[src/rtl/sdlx_pkg.sv]
// Shared SDLX definitions: R-type field positions, default R opcode and the
// byte-assembler state encoding.
package sdlx_pkg;
  localparam logic [5:0] OPCODE_R_DEF = 6'b000000;

  localparam int OP_MSB   = 31;
  localparam int OP_LSB   = 26;
  localparam int RS1_MSB  = 25;
  localparam int RS1_LSB  = 21;
  localparam int RS2_MSB  = 20;
  localparam int RS2_LSB  = 16;
  localparam int RD_MSB   = 15;
  localparam int RD_LSB   = 11;
  localparam int FUNC_MSB = 5;
  localparam int FUNC_LSB = 0;

  localparam int NUM_LANES = 4;
  localparam int LANE_W    = 8;

  typedef enum logic {
    COLLECT = 1'b0,
    HOLD    = 1'b1
  } asm_state_e;
endpackage

[src/rtl/ir_field_decode.sv]
// Combinational R-type field slicer; shared with the execute stage.
module ir_field_decode
  import sdlx_pkg::*;
#(
  parameter logic [5:0] OPCODE_R = OPCODE_R_DEF
) (
  input  logic [31:0] ir,
  output logic [4:0]  rs1,
  output logic [4:0]  rs2,
  output logic [4:0]  rd,
  output logic [5:0]  alu_ctrl,
  output logic        is_rtype
);
  assign rs1      = ir[RS1_MSB:RS1_LSB];
  assign rs2      = ir[RS2_MSB:RS2_LSB];
  assign rd       = ir[RD_MSB:RD_LSB];
  assign alu_ctrl = ir[FUNC_MSB:FUNC_LSB];
  assign is_rtype = (ir[OP_MSB:OP_LSB] == OPCODE_R);
endmodule

[src/rtl/ir_byte_assembler.sv]
// Packs a little-endian byte stream into 32-bit SDLX words and holds each word
// until the execute stage takes it. Partial-word timeout: IR_BYTE_TIMEOUT_EN.
module ir_byte_assembler
  import sdlx_pkg::*;
#(
  parameter logic [5:0] OPCODE_R    = OPCODE_R_DEF,
  parameter int         TIMEOUT_CYC = 16
) (
  input  logic        clk,
  input  logic        rst,
  input  logic [7:0]  byte_in,
  input  logic        byte_valid,
  output logic        byte_ready,
  output logic [3:0]  byte_sel,
  output logic [31:0] ir_out,
  output logic        ir_valid,
  input  logic        ir_ready,
  output logic [4:0]  rs1,
  output logic [4:0]  rs2,
  output logic [4:0]  rd,
  output logic [5:0]  alu_ctrl,
  output logic        is_rtype,
  output logic        err
);
  asm_state_e state, nstate;
  logic [1:0] cnt;
  logic       accept;
  logic       abort;
  logic [NUM_LANES-1:0][LANE_W-1:0] ir_q;

  always_comb begin
    nstate     = state;
    byte_ready = 1'b0;
    byte_sel   = 4'b0000;
    accept     = 1'b0;
    case (state)
      COLLECT: begin
        byte_ready = 1'b1;
        if (byte_valid) begin
          accept   = 1'b1;
          byte_sel = 4'b0001 << cnt;
          if (cnt == 2'd3) nstate = HOLD;
        end
      end
      HOLD: begin
        if (ir_ready) nstate = COLLECT;
      end
      default: nstate = COLLECT;
    endcase
  end

  always_ff @(posedge clk) begin
    if (rst) begin
      state <= COLLECT;
      cnt   <= 2'd0;
    end else begin
      state <= nstate;
      if (abort)       cnt <= 2'd0;
      else if (accept) cnt <= cnt + 2'd1;
    end
  end

  // Each lane only ever loads from its own strobe, so stale lanes are simply
  // overwritten by the next word; ir_out never changes while in HOLD.
  for (genvar g = 0; g < NUM_LANES; g++) begin : g_lane
    always_ff @(posedge clk) begin
      if (rst)              ir_q[g] <= '0;
      else if (byte_sel[g]) ir_q[g] <= byte_in;
    end
  end

  assign ir_out   = ir_q;
  assign ir_valid = (state == HOLD);

`ifdef IR_BYTE_TIMEOUT_EN
  logic [7:0] idle;
  logic       err_q;

  // An accepted byte on the timeout cycle beats the abort.
  assign abort = (state == COLLECT) && (cnt != 2'd0) && !accept &&
                 (idle == 8'(TIMEOUT_CYC));

  always_ff @(posedge clk) begin
    if (rst) begin
      idle  <= 8'd0;
      err_q <= 1'b0;
    end else begin
      err_q <= abort;
      if (state != COLLECT || cnt == 2'd0 || accept || abort) idle <= 8'd0;
      else                                                    idle <= idle + 8'd1;
    end
  end

  assign err = err_q;
`else
  assign abort = 1'b0;
  assign err   = 1'b0;
`endif

  ir_field_decode #(.OPCODE_R(OPCODE_R)) u_dec (
    .ir       (ir_out),
    .rs1      (rs1),
    .rs2      (rs2),
    .rd       (rd),
    .alu_ctrl (alu_ctrl),
    .is_rtype (is_rtype)
  );
endmodule

[config.mk]
export PLATFORM = sky130hd
export DESIGN_NAME = ir_byte_assembler
export DESIGN_NICKNAME = d
export VERILOG_FILES = /design/src/rtl/sdlx_pkg.sv /design/src/rtl/ir_field_decode.sv /design/src/rtl/ir_byte_assembler.sv
export SDC_FILE = /design/constraint.sdc
export NUM_CORES = 1
export LEC_CHECK = 0
export CAP_MARGIN = 10
export CORE_ASPECT_RATIO = 0.7
export CORE_MARGIN = 4
export CORE_UTILIZATION = 55
export DETAILED_ROUTE_END_ITERATION = 8
export DONT_BUFFER_PORTS = 1
export PLACE_DENSITY = 0.8
export RECOVER_POWER = 50
export SLEW_MARGIN = 20
export SYNTH_ARGS = -nofsm -noshare
export SYNTH_HDL_FRONTEND = slang
export SYNTH_SLANG_ARGS = --single-unit
export TNS_END_PERCENT = 1
[constraint.sdc]
create_clock -name clk -period 3.2 [get_ports clk]
set_clock_uncertainty 0.2 [all_clocks]
set_input_delay 0.64 -clock clk [delete_from_list [all_inputs] [get_ports clk]]
set_output_delay 0.64 -clock clk [all_outputs]
set_load 0.02 [all_outputs]
**After elaboration in Yosys (flattened, before gate mapping)**

Index checks and enable logic that the tools add are counted.
W data, S select, Z words.

- Register bits after elaboration: 35
- Input port bits: 12
- Output and inout bits: 61

- Add/subtract/negate cells: 1
- Eq/ne operators: 1
- Shift-type cells: 1
- Multiplexer cells: 9
- Bitwise gates (word level): 1
- Reduce and logical (&&, ||, !) cells: 1

Operator list:

| operator | number |
|---|---|
| $mux W4 | 2 |
| $logic_not A6 Y1 | 1 |
| $mux W1 | 6 |
| $shl A1 B2 Y4 const A | 1 |
| $add A2 B1 Y2 const B | 1 |
| $eq A2 B2 Y1 const B | 1 |
| $pmux W1 S2 | 1 |
| $not A1 Y1 | 1 |

**Depth between registers and ports, before layout**

- Word-level depth: 4
- Mapped depth: 6

**By module**

Synthesis repeated with hierarchy kept, for this count alone.

- Cells, all modules: 183
- Area, all modules: 1617.8 um^2

By module, submodules not included:

| module | instances | cells an instance | area an instance (um^2) | sequential area each (um^2) |
|---|---|---|---|---|
| ir_byte_assembler | 1 | 160 | 1442.6 | 700.7 |
| ir_field_decode | 1 | 23 | 175.2 | 0.0 |

**Worst setup path after synthesis**

OpenSTA, ideal clock, no wires.

- Path kind: reg-to-output
- Start point: reg ir_q, in the netlist ir_out[27]
- End point: out is_rtype
- Arrival time: 1.203 ns
- Required time: 2.360 ns
- Slack: 1.157 ns
- Stages on the path, launching flop included: 3
- Buffers on the path: 0
- Cell sequence: dfxtp_1 or4_4 nor3_2

- Word-level cells in the longest chain between the ends: 1

Ends and longest elaborated chain:

| item | RTL line | RTL |
|---|---|---|
| from (decl) | ir_byte_assembler.sv:29 | `logic [NUM_LANES-1:0][LANE_W-1:0] ir_q;` |
| from (signal, indexed assignment) | ir_byte_assembler.sv:68 | `else if (byte_sel[g]) ir_q[g] <= byte_in;` |
| $logic_not A6 Y1 | ir_field_decode.sv:18 | `assign is_rtype = (ir[OP_MSB:OP_LSB] == OPCODE_R);` |
| to (decl) | ir_byte_assembler.sv:22 | `output logic is_rtype,` |

Every way passes these cells.

**Worst setup path in the final report**

- Start point: reg state (netlist: ir_valid)
- End point: out byte_sel[3]

- Word-level cells in the longest chain between the ends: 1

Ends and longest elaborated chain:

| item | RTL line | RTL |
|---|---|---|
| from (decl) | ir_byte_assembler.sv:25 | `asm_state_e state, nstate;` |
| from (signal assigned) | ir_byte_assembler.sv:57 | `state <= nstate;` |
| $mux W4 | ir_byte_assembler.sv:36 | `case (state)` |
| to (decl) | ir_byte_assembler.sv:14 | `output logic [3:0] byte_sel,` |

Every way passes these cells.

==> results.toml <==
[timing]
drv_slew = 0
finalSetupViolations = 0
final_hold_viol_count = 0
tns_ps = 0
finalCriticalPeriod_ps = 2580
max_freq_ghz = 0.388
final.setup.worst_slack_ps = 621
rsz0062_at_grt = "false"
period_share_pct = 80.6

[global_route]
track_usage_pct = 19.1
grt_pass1_wl_microns = 5240
grt_pass1_vias = 1070
overflow = 0
grt_max_degree = 36
antenna_found_initial = 0

[clock_network]
root_buffer = "clkbuf_8"
cts.repair.resized = 0
htree_num_levels = 2
cts_made_buffers = 5
tritoncts = "built"
clock_path_buffers = 2
clk_latency_ps = 280
clock-sinks = 35
cts_hold_buf = 0
postCtsSetupBuffers = 0
path_clk_slew_ps = 60

[placed_design]
place_area_sq_um = 1400
hpwl_microns = 2410
io_buffer_count = 0
gp_congestion = 0.754
pre_cts_slack_ps = 1110

[logic_synthesis]
synth_cells = 183
synth_warnings = 0
postSynthNetCount = 199
synth_ff_type = "dfxtp_1"
syn_area_sq_um = 1550
synth_edf_count = 0
ys_seq_elements = 35
avgSynthCellArea_sq_um = 8.45
synth_area_leaders = "dfxtp_1 45%, nand2_1 16%, buf_4 11%"
synthArstFlopShare_pct = 0
ys_seq_area_share_pct = 45.3
netlist.top_cell.by_area = "dfxtp_1"
ys_types = 20
yosysTopAreaCellShare_pct = 45.3

[power_and_ir_drop]
switching_power_uw = 233
power_density_nw_per_um2 = 605
combPwrFrac_pct = 7.1
power_frac_seq_pct = 59.5
total_power_uw = 852
leakage_uw = 0.000502
power_frac_clock_pct = 33.5
p_sw_share_pct = 27.3
ir_drop_mv = 0.291
internal-power_uw = 620

[floorplan]
chipHeight_microns = 52.4
die_w_microns = 71.4
core_sq_um = 2570
start_util_pct = 60.1
dieArea_sq_um = 3740
io_pins = 73
rows = 15

[min_path]
hold_path_class = "input pin to flip-flop"

[worst_setup_path]
required_ps = 2360
critPathCaptureType = "output port"
critical_path_class = "flip-flop to output port"
crit_fanout = 10
worst_ep_arrival_time_ps = 1740
cp-start-kind = "flip-flop"

[drt]
wl_per_cell_microns = 17.1
num_vias = 1098
dr.first_iter.drc_count = 89
antenna_left = 0
post-route-drc-count = 0
first_pass_iters = 4
wl_microns = 3350
via_per_inst = 5.60

[cells_and_area]
fin_area_sq_um = 1410
nets = 179
n_fill_cell = 250
drive_gt1_share_pct = 7.41
antenna_cells = 0
area_growth_pct = -8.90

[job]
maxCapViolCount = 0

[outcome]
outcome = "complete, no violations"
synth_stat cells (2+ instances only):
| cell | count |
|---|---|
| dfxtp_1 | 35 |
| ha_1 | 4 |
| nor2_1 | 2 |
| a21oi_2 | 7 |
| buf_2 | 2 |
| inv_2 | 3 |
| nand3b_4 | 4 |
| nand2_1 | 64 |
| inv_1 | 3 |
| buf_1 | 2 |
| a21oi_1 | 26 |
| buf_4 | 23 |
registers in the layout (all words and copies together), names as in the netlist:
| register | count |
|---|---|
| ir_out | 32 |
| cnt | 2 |
| ir_valid | 1 |
placed cells by master, fill, tap and decap left out, types with 2 or more instances in the layout:
cell,count
nand2_1,64
dfxtp_1,35
a21oi_1,29
inv_1,6
clkbuf_8,5
nand3b_1,4
a21oi_2,4
ha_1,4
nor2_1,2
stage by stage:
step                hold slack [ps]  std cells  utilization [%]
floorplan                       314        183                -
global placement                334        190             54.4
detailed placement              356        190             54.4
CTS                             204        196             57.2
global route                    194        196             54.8
finish                          215        196             54.8
worst max-delay path, cell delays in order, from the launching register on:
cell	delay [ps]
dfxtp_1	540
nand3b_1	390
clkinvlp_2	520
power groups by stage:
stage | registers [uW] | clock network [uW] | logic (uW)
2_1_floorplan | 497 | 0 | 101
3_3_place_gp | 516 | 0 | 66.3
3_5_place_dp | 517 | 0 | 69.3
4_1_cts | 508 | 294 | 69.5
5_1_grt | 511 | 313 | 68.7
6_report | 507 | 285 | 60.2
cell type report:
cell class | count | area, sq um | share of cell area [%]
inverter | 7 | 27.5 | 1.95
clock buffer | 6 | 72.6 | 5.15
tap | 34 | 42.5 | 3.02
sequential | 35 | 701 | 49.7
multi-input combinational | 114 | 566 | 40.1
metal layers:
metal	part of all wire, %	GRT usage, %	vias to the layer above
met5	0	0	-
met4	1.1	6.25	0
met3	12	10.5	7
met2	45	29.6	59
met1	41	22.4	514
li1	-	-	518
path summary, 6_finish.rpt:
| path | slack, ps | start | cells after the start | end |
|---|---|---|---|---|
| setup reg to reg | 1130 | ir_valid | 4 | ir_out[27] |
| hold reg to reg | 360 | ir_out[8] | 2 | ir_out[8] |
| hold / removal | 220 | rst | 1 | ir_out[10] |
| setup / recovery | 620 | ir_valid | 2 | byte_sel[3] |
cells by family (layout without fill, tap and decap cells):
logic type	after synthesis	count (layout)	share of synthesized area [%]
fa+ha+maj	4	4	3.24
flops	35	35	45.3
xor+xnor	1	1	0.566
simple gates	74	74	23.5
mux	1	1	0.647
buf+inv	34	13	14.2
other cells	1	1	0.242
compound gates	33	33	12.4
Power figures use the tool's default switching activity.
